[config.mk]
export PLATFORM = sky130hd
export DESIGN_NAME = regfile_bram_mp_flat
export DESIGN_NICKNAME = d
export VERILOG_FILES = /design/src/rtl/regfile_bram_mp_if.sv /design/src/rtl/regfile_bram_mp.sv /design/src/flat_wrapper.sv
export SDC_FILE = /design/constraint.sdc
export NUM_CORES = 1
export LEC_CHECK = 0
export BUFFER_PORTS_ARGS = -buffer_cell sky130_fd_sc_hd__buf_2
export CORE_MARGIN = 5
export CORE_UTILIZATION = 38
export DETAILED_ROUTE_END_ITERATION = 12
export PLACE_DENSITY_LB_ADDON = 0.25
export SLEW_MARGIN = 25
export SYNTH_ARGS = -nofsm -noshare
export SYNTH_HDL_FRONTEND = slang
export SYNTH_SLANG_ARGS = --single-unit
[constraint.sdc]
create_clock -name clk -period 6.14 [get_ports clk]
set_clock_uncertainty 0.15 [all_clocks]
set_input_delay 1.228 -clock clk [delete_from_list [all_inputs] [get_ports clk]]
set_output_delay 1.228 -clock clk [all_outputs]
set_load 0.005 [all_outputs]
[src/rtl/regfile_bram_mp_if.sv]
// Bus bundle for regfile_bram_mp: write port, packed read ports and clear status.
// Debug read port is present only when REGFILE_DEBUG_PORT_EN is defined.
interface regfile_bram_mp_if #(
   parameter int unsigned DATA_WIDTH = 32,
   parameter int unsigned ADDR_WIDTH = 5,
   parameter int unsigned NUM_READ   = 2
);
   logic                           wr_en;
   logic [ADDR_WIDTH-1:0]          wr_addr;
   logic [DATA_WIDTH-1:0]          wr_data;
   logic [NUM_READ*ADDR_WIDTH-1:0] rd_addr;
   logic [NUM_READ*DATA_WIDTH-1:0] rd_data;
   logic                           init_busy;
`ifdef REGFILE_DEBUG_PORT_EN
   logic [ADDR_WIDTH-1:0]          dbg_addr;
   logic [DATA_WIDTH-1:0]          dbg_data;
`endif

   modport master (
`ifdef REGFILE_DEBUG_PORT_EN
      output dbg_addr,
      input  dbg_data,
`endif
      output wr_en, wr_addr, wr_data, rd_addr,
      input  rd_data, init_busy
   );

   modport slave (
`ifdef REGFILE_DEBUG_PORT_EN
      input  dbg_addr,
      output dbg_data,
`endif
      input  wr_en, wr_addr, wr_data, rd_addr,
      output rd_data, init_busy
   );
endinterface

[src/rtl/regfile_bram_mp.sv]
// Multi-read-port register file built from replicated 1R1W RAM banks with a post-reset
// clear sequencer and write-first bypass. REGFILE_DEBUG_PORT_EN adds a debug read bank.
module regfile_bram_mp #(
   parameter int unsigned DATA_WIDTH = 32,
   parameter int unsigned ADDR_WIDTH = 5,
   parameter int unsigned NUM_READ   = 2,
   parameter bit          ZERO_REG   = 1'b1
) (
   input logic              clk,
   input logic              rst_n,
   regfile_bram_mp_if.slave bus
);
   localparam int unsigned DEPTH = 1 << ADDR_WIDTH;
`ifdef REGFILE_DEBUG_PORT_EN
   localparam int unsigned NUM_BANK = NUM_READ + 1;
`else
   localparam int unsigned NUM_BANK = NUM_READ;
`endif
   localparam logic [ADDR_WIDTH:0] LAST_ADDR = (ADDR_WIDTH+1)'(DEPTH - 1);

   typedef enum logic {CLEAR, READY} state_e;

   state_e                 state_q, state_d;
   logic [ADDR_WIDTH:0]    clr_cnt_q, clr_cnt_d;
   logic                   busy_q, busy_d;

   logic                   we_eff;
   logic                   ram_we;
   logic [ADDR_WIDTH-1:0]  ram_waddr;
   logic [DATA_WIDTH-1:0]  ram_wdata;
   logic [ADDR_WIDTH-1:0]  raddr [NUM_BANK];
   logic [NUM_BANK-1:0]    hit_q, hit_d;
   logic [NUM_BANK-1:0]    zero_q, zero_d;
   logic [DATA_WIDTH-1:0]  byp_q, byp_d;
   logic [NUM_BANK-1:0][DATA_WIDTH-1:0] rdata;

   always_comb begin
      state_d   = state_q;
      clr_cnt_d = clr_cnt_q;
      busy_d    = busy_q;
      case (state_q)
         CLEAR: begin
            clr_cnt_d = clr_cnt_q + 1'b1;
            if (clr_cnt_q == LAST_ADDR) begin
               state_d = READY;
               busy_d  = 1'b0;
            end
         end
         default: ;
      endcase
   end

   // Clear writes share the bank write port, so they also feed the bypass path;
   // this covers the read sampled on the same edge that clears the last address.
   always_comb begin
      we_eff    = bus.wr_en & ~busy_q & ~(ZERO_REG & (bus.wr_addr == '0));
      ram_we    = busy_q | we_eff;
      ram_waddr = busy_q ? clr_cnt_q[ADDR_WIDTH-1:0] : bus.wr_addr;
      ram_wdata = busy_q ? '0 : bus.wr_data;
      byp_d     = ram_wdata;
   end

   always_comb begin
      for (int unsigned p = 0; p < NUM_READ; p++) begin
         raddr[p] = bus.rd_addr[p*ADDR_WIDTH +: ADDR_WIDTH];
      end
`ifdef REGFILE_DEBUG_PORT_EN
      raddr[NUM_READ] = bus.dbg_addr;
`endif
   end

   always_comb begin
      hit_d  = '0;
      zero_d = '0;
      for (int unsigned b = 0; b < NUM_BANK; b++) begin
         hit_d[b]  = ram_we & (ram_waddr == raddr[b]);
         zero_d[b] = ZERO_REG & (raddr[b] == '0);
      end
   end

   always_ff @(posedge clk or negedge rst_n) begin
      if (!rst_n) begin
         state_q   <= CLEAR;
         clr_cnt_q <= '0;
         busy_q    <= 1'b1;
         hit_q     <= '0;
         zero_q    <= '0;
         byp_q     <= '0;
      end else begin
         state_q   <= state_d;
         clr_cnt_q <= clr_cnt_d;
         busy_q    <= busy_d;
         hit_q     <= hit_d;
         zero_q    <= zero_d;
         byp_q     <= byp_d;
      end
   end

   for (genvar b = 0; b < NUM_BANK; b++) begin : g_bank
      logic [DATA_WIDTH-1:0] mem [DEPTH];
      logic [DATA_WIDTH-1:0] raw_q;

      always_ff @(posedge clk) begin
         if (ram_we) mem[ram_waddr] <= ram_wdata;
         raw_q <= mem[raddr[b]];
      end

      // Raw RAM output is read-before-write; it is only visible when no bypass applies.
      assign rdata[b] = (busy_q | zero_q[b]) ? '0 : (hit_q[b] ? byp_q : raw_q);
   end

   assign bus.init_busy = busy_q;
   assign bus.rd_data   = rdata[NUM_READ-1:0];
`ifdef REGFILE_DEBUG_PORT_EN
   assign bus.dbg_data  = rdata[NUM_READ];
`endif
endmodule

[src/flat_wrapper.sv]
// flat-port wrapper written by rule: the top's interface ports become plain ports
module regfile_bram_mp_flat 
#(
   parameter int unsigned DATA_WIDTH = 32,
   parameter int unsigned ADDR_WIDTH = 5,
   parameter int unsigned NUM_READ   = 2,
   parameter bit          ZERO_REG   = 1'b1
)
  (clk, rst_n, bus_wr_en, bus_wr_addr, bus_wr_data, bus_rd_addr, bus_rd_data, bus_init_busy);
  regfile_bram_mp_if #(.DATA_WIDTH(DATA_WIDTH), .ADDR_WIDTH(ADDR_WIDTH), .NUM_READ(NUM_READ)) bus_i ();
  input logic clk;
  input logic rst_n;
  input wire logic [$bits(bus_i.wr_en)-1:0] bus_wr_en;
  input wire logic [$bits(bus_i.wr_addr)-1:0] bus_wr_addr;
  input wire logic [$bits(bus_i.wr_data)-1:0] bus_wr_data;
  input wire logic [$bits(bus_i.rd_addr)-1:0] bus_rd_addr;
  output wire logic [$bits(bus_i.rd_data)-1:0] bus_rd_data;
  output wire logic [$bits(bus_i.init_busy)-1:0] bus_init_busy;
  assign bus_i.wr_en = bus_wr_en;
  assign bus_i.wr_addr = bus_wr_addr;
  assign bus_i.wr_data = bus_wr_data;
  assign bus_i.rd_addr = bus_rd_addr;
  assign bus_rd_data = bus_i.rd_data;
  assign bus_init_busy = bus_i.init_busy;
  regfile_bram_mp #(.DATA_WIDTH(DATA_WIDTH), .ADDR_WIDTH(ADDR_WIDTH), .NUM_READ(NUM_READ), .ZERO_REG(ZERO_REG)) u_core (.clk(clk), .rst_n(rst_n), .bus(bus_i));
endmodule
==> metrics <==
status completed; GRT overflow 0; CP max FO 47; DR iter-0 viols approximately 3500; min-delay worst type input port to asynchronous set/reset pin; largest area contributor in the netlist edfxtp_1; Synth Instances 3731; Boundary Pins 115; post-CTS sizing 0; Final period util roughly 80%; die width about 380 µm; Final GP Congestion between 0.7 and 0.8; mapped cell area between 0.05 and 0.06 mm²; commonest non-fill, non-tap cell in the layout mux2i_1; GRT Total Usage 22.37%; max-cap viol count 0; Buffers on Ports between 100 and 150; CTS tree built; synthesized flop and latch total between 1000 and 1500; CP peak stage delay about 1.3 ns; vias in the first global route roughly 34000; Routed Antenna Nets 0; top cells by area, synth edfxtp_1 (58%), mux2i_1 (21%), a22oi_1 (2.7%); Skew-Pair Late Insertion Delay between 0.7 and 0.8 ns; required time worst endpoint 4.76 ns; final core occ between 40% and 50%; Rows roughly 140; postcts setup bufs 0; Pre-Repair DR Iteration Count 5; Die ar. ~0.15 mm²; via/cell ratio between 5 and 6; Async S/R FF share, synth a little under 4%; largest net degree at the start of global routing between 100 and 150; post-route DRC violation count 0; H-Tree Level Count 3; crit path max-delay cell type dfstp_4; Distinct cells, synth 39; cts hold-fix bufs 0; RSZ-0062 raised after global routing no; syn_nets 3782; predominant post-synthesis flop cell edfxtp_1; WL/cell 29.50 µm; # diodes 0; EDFF count, synth roughly 1000; final slew viol count 0; Setup crit end kind primary output; post-synthesis to final-layout area growth 13.84%; Yosys warning count 0; clock slew at reported path FFs around 0.06 ns; CTS Buffer Depth 3; setup TNS 0 ns; worst relative slew slack a little over a quarter; share of post-route cells with drive strength above 1 around an eighth; Root Driver clkbuf_16; Fmax between 200 and 250 MHz; initial antenna violation count 4; Cell Pwr Density 295.1 mW/mm²; Tightest Pin Transition between 1 and 1.5 ns; CP Class flop to primary output; clk sinks roughly 1100; total core area around 0.14 mm²; Worst setup SP type flop; sequential area share after synthesis roughly 63%; nets@finish between 3000 and 4000; final total power 0.01767 W; post-synth top area share 58.45%; worst vdd ir 0.0002390 V; first-pass GRT wire length around 240000 µm; Vias 33690; Critical Path AT 3.54 ns; Initial Util 38.26%; drt total wl ~170000 µm; die height ~380 µm; final setup fails 0; leakage 22.24 nW; syn avg cell area 14.10 µm²; most frequent cells in the layout mux2i_1 (1090), edfxtp_1 (1024), nand2_1 (205), nand3_1 (197); HPWL after detailed placement 97330 µm; CTS Buf Count 116; minimum clock period slightly below 5 ns; worst hold slack between 0.3 and 0.4 ns; crit-path cells or2_2, buf_4, nor2_1, buf_2; Hold Violations, Final 0
-- critical path, delay by kind of cell, from the launching register on --
kind / cells / cell delay, ns
buf+inv: 2 / 0.55
flops: 1 / 1.25
simple gates: 2 / 0.96
-- layer usage --
metal	up-vias	global-route usage [%]	share of wire [%]
li1	14710	-	-
met1	17430	32.11	45
met2	1303	35.30	46
met3	244	3.856	7.3
met4	2	5.841	2.3
met5	-	0	0.0077
-- power by group --
group          internal, W  switching, W
Combinational     0.000516      0.000976
Clock              0.00453       0.00308
Sequential         0.00852     0.0000512
Total               0.0136       0.00411
-- synth_stat cells, types with 10 or more instances --
library cell  count
nand2_1         207
mux2i_1        1090
buf_2            95
buf_6            10
nor2_1          104
dfrtp_1          43
xnor2_1          10
a22oi_1         192
nor2b_1          37
nor3_1           66
a22o_1          128
a31oi_1          64
buf_4            78
dfxtp_1          64
edfxtp_1       1024
nand3_1         197
a21oi_1         192
clkbuf_1         81
-- stage by stage --
stage	setup slack, ns	area (µm²)	cells
5_1_grt	1.050	59890	5715
3_3_place_gp	1.764	55620	5489
4_1_cts	1.125	59890	5715
6_report	1.222	59890	5715
3_5_place_dp	1.747	55750	5493
2_1_floorplan	2.245	52610	3731
-- cell families (layout without fill, tap and decap cells) --
| family | Yosys count | count (layout) | share of synthesized area (%) |
|---|---|---|---|
| AO/OA/AOI/OAI | 580 | 580 | 7.501 |
| AND/OR/NAND/NOR | 633 | 633 | 5.435 |
| multiplexers | 1095 | 1095 | 20.89 |
| buffers and inverters | 275 | 465 | 2.916 |
| adder cells (fa/ha/maj) | 1 | 1 | 0.02378 |
| flip-flops | 1132 | 1132 | 62.98 |
| XOR/XNOR | 15 | 15 | 0.2497 |
-- area by class of cell --
cell class | instances | area (µm²)
Clock buffer | 158 | 3382
Tap cell | 1794 | 2245
Clock inverter | 64 | 758.2
Multi-Input combinational cell | 2324 | 18360
Fill cell | 12360 | 77600
Sequential cell | 1132 | 33140
Inverter | 1 | 3.754
Timing Repair Buffer | 242 | 1994
-- registers in the layout, summed over array words and instances, names as in the netlist --
signal	flops
u_core.hit_q	2
u_core.clr_cnt_q	6
u_core.byp_q	32
u_core.g_bank.raw_q	64
u_core.bus.init_busy	1
u_core.zero_q	2
u_core.g_bank.mem	1024
u_core.state_q	1
-- final timing paths --
path / startpoint / to / slack [ns] / cells after the start
max in group asynchronous: rst_n / u_core.byp_q[20] / 4.57 / 2
worst max-delay path: u_core.bus.init_busy / bus_rd_data[7] / 1.22 / 4
min in group clk: u_core.clr_cnt_q[5] / u_core.clr_cnt_q[5] / 0.35 / 1
worst min-delay path: rst_n / u_core.byp_q[1] / 0.33 / 1
worst min register to register: u_core.clr_cnt_q[5] / u_core.clr_cnt_q[5] / 0.35 / 1
worst max register to register: u_core.bus.init_busy / u_core.g_bank[1].mem[9][20] / 1.79 / 5
Power figures use the tool's default switching activity.
